### config.mk
export PLATFORM = sky130hd
export DESIGN_NAME = board_io_ctrl
export DESIGN_NICKNAME = d
export VERILOG_FILES = /design/src/rtl/board_io_pkg.sv /design/src/rtl/seg7_scan.sv /design/src/rtl/board_io_ctrl.sv
export SDC_FILE = /design/constraint.sdc
export NUM_CORES = 1
export LEC_CHECK = 0
export ABC_AREA = 1
export CORE_MARGIN = 2
export CORE_UTILIZATION = 61
export CTS_BUF_LIST = sky130_fd_sc_hd__clkbuf_8
export CTS_CLUSTER_SIZE = 25
export DETAILED_ROUTE_END_ITERATION = 10
export HOLD_SLACK_MARGIN = 0.03
export PLACE_DENSITY_LB_ADDON = 0.25
export SLEW_MARGIN = 0
export SYNTH_ARGS = -nofsm -noshare
export SYNTH_HDL_FRONTEND = slang
export SYNTH_HIERARCHICAL = 1
export SYNTH_SLANG_ARGS = --single-unit
### constraint.sdc
create_clock -name clk -period 5.38 [get_ports clk]
set_input_delay 1.614 -clock clk [delete_from_list [all_inputs] [get_ports clk]]
set_output_delay 1.614 -clock clk [all_outputs]
set_load 0.03 [all_outputs]
### src/rtl/board_io_pkg.sv
// Shared constants and the 7-segment decode table for the board front-end.
package board_io_pkg;

    // Bit positions inside the combined anode/segment bus.
    localparam int ANODE_LSB = 8;
    localparam int DP_BIT    = 7;

    // All segments and the decimal point dark (active-low).
    localparam logic [7:0] SEG_BLANK = 8'hFF;

    // Hex digit to active-low segments, bit order {g,f,e,d,c,b,a}.
    function automatic logic [6:0] hex_to_seg(input logic [3:0] hex);
        logic [6:0] seg;
        case (hex)
            4'h0:    seg = 7'h40;
            4'h1:    seg = 7'h79;
            4'h2:    seg = 7'h24;
            4'h3:    seg = 7'h30;
            4'h4:    seg = 7'h19;
            4'h5:    seg = 7'h12;
            4'h6:    seg = 7'h02;
            4'h7:    seg = 7'h78;
            4'h8:    seg = 7'h00;
            4'h9:    seg = 7'h10;
            4'hA:    seg = 7'h08;
            4'hB:    seg = 7'h03;
            4'hC:    seg = 7'h46;
            4'hD:    seg = 7'h21;
            4'hE:    seg = 7'h06;
            default: seg = 7'h0E;
        endcase
        return seg;
    endfunction

endpackage

### src/rtl/seg7_scan.sv
// Time-multiplexed 7-segment scanner: a prescaler selects how long each digit
// stays lit, the digit index picks a nibble of the display word, and the
// decoded anode/segment pattern is registered so the pins change cleanly.
// Runs from the global reset only, so it keeps scanning while the CPU is held.
module seg7_scan
    import board_io_pkg::*;
#(
    parameter int DIGITS   = 4,
    parameter int SCAN_DIV = 50000
) (
    input  logic                  clk,
    input  logic                  reset,
    input  logic [4*DIGITS-1:0]   disp,
    output logic [DIGITS+7:0]     digi
);

    localparam int PRE_W = (SCAN_DIV > 1) ? $clog2(SCAN_DIV) : 1;
    localparam int IDX_W = (DIGITS > 1) ? $clog2(DIGITS) : 1;
    localparam logic [PRE_W-1:0] PRE_MAX = PRE_W'(SCAN_DIV - 1);
    localparam logic [IDX_W-1:0] IDX_MAX = IDX_W'(DIGITS - 1);

    logic [PRE_W-1:0]  pre_q, pre_d;
    logic [IDX_W-1:0]  idx_q, idx_d;
    logic [DIGITS+7:0] digi_q, digi_d;
    logic [3:0]        nibble;

    // Prescaler wraps at SCAN_DIV-1 and then steps the digit index round-robin.
    always_comb begin
        pre_d = pre_q + 1'b1;
        idx_d = idx_q;
        if (pre_q == PRE_MAX) begin
            pre_d = '0;
            idx_d = (idx_q == IDX_MAX) ? '0 : idx_q + 1'b1;
        end
    end

    // Select the current digit's nibble and build the next pin pattern.
    always_comb begin
        nibble = 4'h0;
        for (int i = 0; i < DIGITS; i++) begin
            if (idx_q == IDX_W'(i)) begin
                nibble = disp[i*4 +: 4];
            end
        end
        digi_d = '1;
        digi_d[ANODE_LSB +: DIGITS] = ~(DIGITS'(1) << idx_q);
        digi_d[DP_BIT-1:0]          = hex_to_seg(nibble);
    end

    // Counters and output register; reset blanks the display.
    always_ff @(posedge clk) begin
        if (reset) begin
            pre_q  <= '0;
            idx_q  <= '0;
            digi_q <= {{DIGITS{1'b1}}, SEG_BLANK};
        end else begin
            pre_q  <= pre_d;
            idx_q  <= idx_d;
            digi_q <= digi_d;
        end
    end

    assign digi = digi_q;

endmodule

### src/rtl/board_io_ctrl.sv
// Board front-end between the FPGA pins and the single-cycle CPU: debounces the
// reset switch, produces a divided CPU step enable (no derived clocks), holds
// the CPU-written LED and display registers and drives the 7-segment scanner.
module board_io_ctrl
    import board_io_pkg::*;
#(
    parameter int DIGITS   = 4,
    parameter int LED_W    = 8,
    parameter int CPU_DIV  = 4,
    parameter int SCAN_DIV = 50000,
    parameter int DEBOUNCE = 16
) (
    input  logic                clk,
    input  logic                reset,
    input  logic                sw_reset,
    output logic                cpu_ce,
    output logic                cpu_reset,
    input  logic                wr_en,
    input  logic                wr_sel,
    input  logic [4*DIGITS-1:0] wr_data,
    output logic [LED_W-1:0]    led,
    output logic [DIGITS+7:0]   digi
);

    localparam int DW    = 4 * DIGITS;
    localparam int DB_W  = $clog2(DEBOUNCE + 1);
    localparam int CNT_W = (CPU_DIV > 1) ? $clog2(CPU_DIV) : 1;
    localparam logic [DB_W-1:0]  DB_MAX  = DB_W'(DEBOUNCE - 1);
    localparam logic [CNT_W-1:0] CNT_MAX = CNT_W'(CPU_DIV - 1);

    logic [1:0]       sync_q, sync_d;
    logic [DB_W-1:0]  db_cnt_q, db_cnt_d;
    logic             sw_db_q, sw_db_d;
    logic [CNT_W-1:0] div_q, div_d;
    logic             ce_q, ce_d;
    logic [DW-1:0]    disp_q, disp_d;
    logic [LED_W-1:0] led_q, led_d;

    // The debounced switch adds no extra latency on top of the debounce itself.
    assign cpu_reset = reset | sw_db_q;
    // Gating with cpu_reset stops stepping in the very cycle the CPU is held.
    assign cpu_ce    = ce_q & ~cpu_reset;
    assign led       = led_q;

    // Two-flop synchroniser, then accept the synchronised value only after
    // DEBOUNCE consecutive samples that all differ from the accepted state.
    always_comb begin
        sync_d   = {sync_q[0], sw_reset};
        sw_db_d  = sw_db_q;
        db_cnt_d = '0;
        if (sync_q[1] != sw_db_q) begin
            if (db_cnt_q == DB_MAX) begin
                sw_db_d = sync_q[1];
            end else begin
                db_cnt_d = db_cnt_q + 1'b1;
            end
        end
    end

    // Step divider: pulse on the last count of each period, held idle in reset.
    always_comb begin
        div_d = '0;
        ce_d  = 1'b0;
        if (!cpu_reset) begin
            ce_d  = (div_q == CNT_MAX);
            div_d = ce_d ? '0 : div_q + 1'b1;
        end
    end

    // CPU-visible registers: cleared by either reset, written only on a step.
    always_comb begin
        disp_d = disp_q;
        led_d  = led_q;
        if (cpu_reset) begin
            disp_d = '0;
            led_d  = '0;
        end else if (wr_en && cpu_ce) begin
            if (wr_sel) begin
                led_d = wr_data[LED_W-1:0];
            end else begin
                disp_d = wr_data;
            end
        end
    end

    // State registers for the switch path, divider and CPU registers.
    always_ff @(posedge clk) begin
        if (reset) begin
            sync_q   <= '0;
            db_cnt_q <= '0;
            sw_db_q  <= 1'b0;
            div_q    <= '0;
            ce_q     <= 1'b0;
            disp_q   <= '0;
            led_q    <= '0;
        end else begin
            sync_q   <= sync_d;
            db_cnt_q <= db_cnt_d;
            sw_db_q  <= sw_db_d;
            div_q    <= div_d;
            ce_q     <= ce_d;
            disp_q   <= disp_d;
            led_q    <= led_d;
        end
    end

    seg7_scan #(
        .DIGITS   (DIGITS),
        .SCAN_DIV (SCAN_DIV)
    ) u_scan (
        .clk   (clk),
        .reset (reset),
        .disp  (disp_q),
        .digi  (digi)
    );

endmodule
======== Word-level counts from Yosys, hierarchy flattened ========
Memories as Yosys holds them, arrays and structs flattened. A register that Yosys moved wholly into a read port is not among the register bits.
Cells that the tools add are included.
word-level totals
  register bits after elaboration ......... 65
  bits in read-only memories .............. 112
  input bits .............................. 21
  output and inout bits ................... 22
  word-level logic and storage cells ...... 44
  memories kept ........................... 1
operators by class
  add/subtract/negate cells ............... 4
  equality and inequality tests ........... 7
  shift-type cells ........................ 1
  multiplexer cells ....................... 5
  bitwise operators ....................... 6
  reduce and logical (&&, ||, !) cells .... 9
memory list
  name              depth  bits a word  rd ports  clocked after Yosys merged registers in  wr ports  line                source
  (name not given)  16     7            1         1                                        0         board_io_pkg.sv:14  case (hex)
operators by type and width
  operator                 number
  $add A16 B1 Y16 const B  1
  $eq A16 B16 Y1 const B   1
  $mux W4                  4
  $eq A2 B2 Y1 const B     3
  $reduce_and A2 Y1        3
  $reduce_or A3 Y1         2
  $add A5 B1 Y5 const B    1
  $eq A5 B4 Y1 const B     1
  $add A2 B1 Y2 const B    2
  $not A4 Y4               1
  $reduce_or A2 Y1         2
  $shl A1 B2 Y4 const A    1
  $not A1 Y1               3
  $eq A2 B1 Y1 const B     1
  $logic_not A2 Y1         1
  $mux W2                  1
  $and A1 B1 Y1            1
  $logic_and A1 B1 Y1      1
  $ne A1 B1 Y1             1
  $or A1 B1 Y1             1

======== Logic depth before layout (Yosys ltp) ========
  depth after elaboration ................. 5
  gate-level depth with buffers ........... 14
  gate-level depth less buffers ........... 14

======== Modules after synthesis ========
Netlist, hierarchy kept.
modules (own cells, without submodules)
  module         instances  cells each  area an instance (sq um)  seq. area each (sq um)
  seg7_scan      1          230         1,630.3                   580.6
  board_io_ctrl  1          199         1,438.9                   700.7

======== Least setup slack after synthesis ========
Ideal clock, no wire load.
  path kind ............................... input to output
  start point ............................. input port reset
  end point ............................... output port cpu_ce
  data arrival time ....................... 2,315 ps
  required time ........................... 3,766 ps
  slack ................................... 1,451 ps
  cell stages on the path ................. 3
  path buffers ............................ 0
  cell sequence ........................... nor2_8 inv_2 nor2_1
on the way
  word-level cells in the longest chain between the ends .. 3
RTL lines
  item                 line                 source
  from (decl)          board_io_ctrl.sv:14  input logic reset,
  $or A1 B1 Y1         board_io_ctrl.sv:40  assign cpu_reset = reset | sw_db_q;
  named net cpu_reset  board_io_ctrl.sv:17  output logic cpu_reset,
  $not A1 Y1           board_io_ctrl.sv:42  assign cpu_ce = ce_q & ~cpu_reset;
  $and A1 B1 Y1        board_io_ctrl.sv:42
  to (decl)            board_io_ctrl.sv:16  output logic cpu_ce,
The timed path passes the listed nets, and every way through them passes these cells.

======== Worst setup path after layout ========
  start point ............................. input port reset
  end point ............................... output port cpu_ce
on the way
  word-level cells in the longest chain between the ends .. 3
RTL lines
  item           line
  $or A1 B1 Y1   board_io_ctrl.sv:40
  $not A1 Y1     board_io_ctrl.sv:42
  $and A1 B1 Y1  board_io_ctrl.sv:42
No other way between the ends.

==> run summary <==
The starting density of the core is 0.641. The clock network latency to the later pin of the worst-skew pair is 340 ps. The global-route usage over all layers is 0.222. The flow ran to the end, and the final reports show no timing, DRC or antenna violations. The clock tree from TritonCTS is yes. The per-instance average area after synthesis came out at 7.15 sq um. The total via count in the routed design is 2687. After synthesis, the most frequently instantiated cells are 109 x sky130_fd_sc_hd__nand2_1, 86 x sky130_fd_sc_hd__nor2_1, 64 x sky130_fd_sc_hd__dfxtp_1. The element type at the critical path start is an input pin. Among all flip-flop cells after synthesis, the most frequent one is sky130_fd_sc_hd__dfxtp_1. The flop and latch count out of synthesis is 64. The number of unique standard cell types used by synthesis is 31. The synthesized design contains 0 enable-type register cells. The die footprint is 5610 sq um. Summing every instance area after synthesis gives 3070 sq um. The largest net degree at the start of global routing came out at 33. The area of combinational cells with multiple inputs came out at 1480 sq um. The vias per cell came out at 4.94. The area of the placeable core came out at 4790 sq um.

The sort of element at the end of the critical path is a primary output. Summed over all instances, the cell type with the most area after synthesis is sky130_fd_sc_hd__dfxtp_1. The clock transition time at the flip-flop clock pins of the worst setup and hold paths came out at 70 ps. The HPWL after detailed placement is 4020 um. At the worst endpoint, the required time is 3770 ps.

On the critical path, the stage with the largest delay is an instance of sky130_fd_sc_hd__clkdlybuf4s50_1. The global-route wire length before repair came out at 9550 um. The number of max-cap violations is 0.

The number of buffers inserted for hold repair after clock tree synthesis came out at 0. The H-tree was split into 3 levels. The sum of overflow across all layers after global routing is 0.

The overall power consumption is 0.958 mW. The most common cell in the synthesized netlist is sky130_fd_sc_hd__nand2_1. The area share of xor/xnor cells in the synthesized design is 0.0114.

The worst endpoint data arrival time is 3240 ps. The number of global-route vias before repair is 2285. The number of pins exceeding their max-slew limit in the final report is 0. The sum of negative setup slack is 0 ps.

The remaining number of nets flagged by the antenna check after routing is 0. The highest attainable clock frequency is 206 MHz. The maximum net fanout on the critical path came out at 8.

The power density over cell area came out at 260 nW/um^2. The net count of the finished layout is 507. The floorplan row count came out at 25. The width of the die came out at 74.9 um. The filler cells instantiated in the layout total 355. The area used by sequential logic in the layout is 1280 sq um. The relative area change from synthesis to final layout is 20.1%. On the worst path, the slowest cell contributes a delay of 670 ps. The total buffers and inverters traversed by the critical path came out at 3.

The detailed router finished its first iteration with 241 violations. The routed design could run at a clock period as short as 4860 ps. The worst-case clock skew came out at 5.63 ps. By area, the combinational part of the netlist is dominated by simple AND/OR/NAND/NOR gates. Summed over all cells, the static leakage comes to 1.71 nW. Of the synthesized area, sequential elements account for 0.417. The number of I/O port buffers came out at 41. The number of clock sinks seen by CTS came out at 64. The repair_antennas step left the layout with diodes totalling 0.

Dividing the final minimum period by the clock period gives 0.903. The number of top-level pins is 43. The final routed DRC violation total came out at 0. The average wire per standard cell is 10.7 um. The share of synthesized flip-flops with an asynchronous set or reset is 0. The first-pass iteration count of the detailed router came out at 4. At the end of routability-driven placement, the weighted congestion stood at 0.815. The fraction of layout instances using a drive strength above 1 is 0.0881. From bottom edge to top edge, the die measures 74.9 um. The setup violation total in the final timing report is 0. The share of synthesized cell area in full adder, half adder and majority cells came out at 0.0571.

The root buffer cell chosen for the clock tree is sky130_fd_sc_hd__clkbuf_8. The most numerous cell type found on the critical path is sky130_fd_sc_hd__clkdlybuf4s50_1. The proportion of netlist area held by the largest area contributor is 0.417. The final count of hold timing violations is 0. The number of nets handed over by synthesis was 464. Of the total synthesized cell area, the portion taken by AND, OR, NAND and NOR gates is 0.369. The number of antenna violations at the first check in global routing came out at 0. In this run the worst hold path is classified as reg2reg. The portion of netlist area occupied by mux cells came out at 0.00326. Setup repair after global routing left no endpoint under its margin. Yosys attributes the largest share of cell area to sky130_fd_sc_hd__dfxtp_1 42%, sky130_fd_sc_hd__nand2_1 13%, sky130_fd_sc_hd__nor2_1 11%. The maximum buffer depth of the clock tree is 2. In this design, the largest share of critical-path delay is due to buffers and inverters. The aggregate routed wire length is 5800 um. The number of cells upsized or downsized after cts is 0. The critical path goes through clkdlybuf4s50_1 > nor2_8 > inv_2 > nor2_1 > clkdlybuf4s50_1. In the synthesized netlist, the number of instances is 429. The class of the most critical setup path is in2out. The fraction of the mapped netlist area in compound gates came out at 0.0395.

Counting the buffers created by CTS gives 9. The number of setup buffers added after CTS is 0. The worst IR drop on VDD came out at 156 uV. The number of warning messages in the yosys log came out at 13.
final timing paths:
check,endpoint,from,cells after the start,slack [ps]
worst max-delay path,cpu_ce,reset,5,520
worst min-delay path,sync_q[1],sync_q[0],2,410
worst max register to register,u_scan/digi[3],u_scan/idx_q[0],11,3200
worst min register to register,sync_q[1],sync_q[0],2,410
sequential cells by signal, summed over array words and instances, names as in the netlist:
| signal | count |
|---|---|
| disp_q | 16 |
| u_scan/pre_q | 16 |
| u_scan/digi | 11 |
| led | 8 |
| db_cnt_q | 5 |
| div_q | 2 |
| sync_q | 2 |
| u_scan/idx_q | 2 |
| ce_q | 1 |
| sw_db_q | 1 |
tightest hold or removal path, stage by stage (launching register included):
cell and delay [ps]:
sky130_fd_sc_hd__dfxtp_1 300, sky130_fd_sc_hd__inv_1 40, sky130_fd_sc_hd__nor2_1 30
cell type report:
cell class	instances	share of cell area
clock buffer	11	0.0411
multi-input combinational	295	0.401
sequential	64	0.348
tap	67	0.0227
timing repair buffer	42	0.113
clock inverter	5	0.0129
inverter	60	0.0611
through the flow:
step	utilization	setup WS (ps)	hold WS [ps]	cell area (sq um)	cells
after floorplan	-	1450	388	3070	429
after global placement	0.729	553	393	3490	528
after global routing	0.770	471	434	3690	544
after CTS	0.770	511	418	3690	544
final	0.770	523	413	3690	544
after detailed placement	0.729	516	404	3490	528
cell usage in the layout (no fill, tap or decap), types with 4 or more instances in the layout:
| master | n |
|---|---|
| sky130_fd_sc_hd__a21oi_1 | 14 |
| sky130_fd_sc_hd__inv_2 | 5 |
| sky130_fd_sc_hd__inv_1 | 57 |
| sky130_fd_sc_hd__clkdlybuf4s50_1 | 41 |
| sky130_fd_sc_hd__nand3_1 | 25 |
| sky130_fd_sc_hd__nor2_1 | 86 |
| sky130_fd_sc_hd__o21ai_0 | 5 |
| sky130_fd_sc_hd__nand2_1 | 109 |
| sky130_fd_sc_hd__ha_1 | 14 |
| sky130_fd_sc_hd__nand4_1 | 4 |
| sky130_fd_sc_hd__xor2_1 | 4 |
| sky130_fd_sc_hd__nand2_2 | 5 |
| sky130_fd_sc_hd__nor2_2 | 7 |
| sky130_fd_sc_hd__dfxtp_1 | 64 |
| sky130_fd_sc_hd__clkbuf_8 | 11 |
| sky130_fd_sc_hd__nor3_1 | 5 |
layer usage:
layer	share of wire	track usage
met2	0.47	0.363
met4	0.019	0.105
met3	0.045	0.0455
met1	0.46	0.280
met5	0	0
cells by family (layout without fill, tap and decap cells):
logic type | Yosys count | in the layout
muxes | 1 | 1
and+or+nand+nor | 253 | 253
xor gates and xnor gates | 4 | 4
AOI/OAI and AO/OA | 22 | 22
other | 1 | 1
DFF | 64 | 64
adders and majority gates | 14 | 14
buffers and inverters | 70 | 118
power breakdown:
part	internal, mW	switching [mW]	leakage (nW)	total [mW]
logic	0.0278	0.0322	1.08	0.0599
clock network	0.234	0.176	0.112	0.411
registers	0.483	0.00432	0.520	0.487
Note: power is estimated with default switching activity, not from simulation.
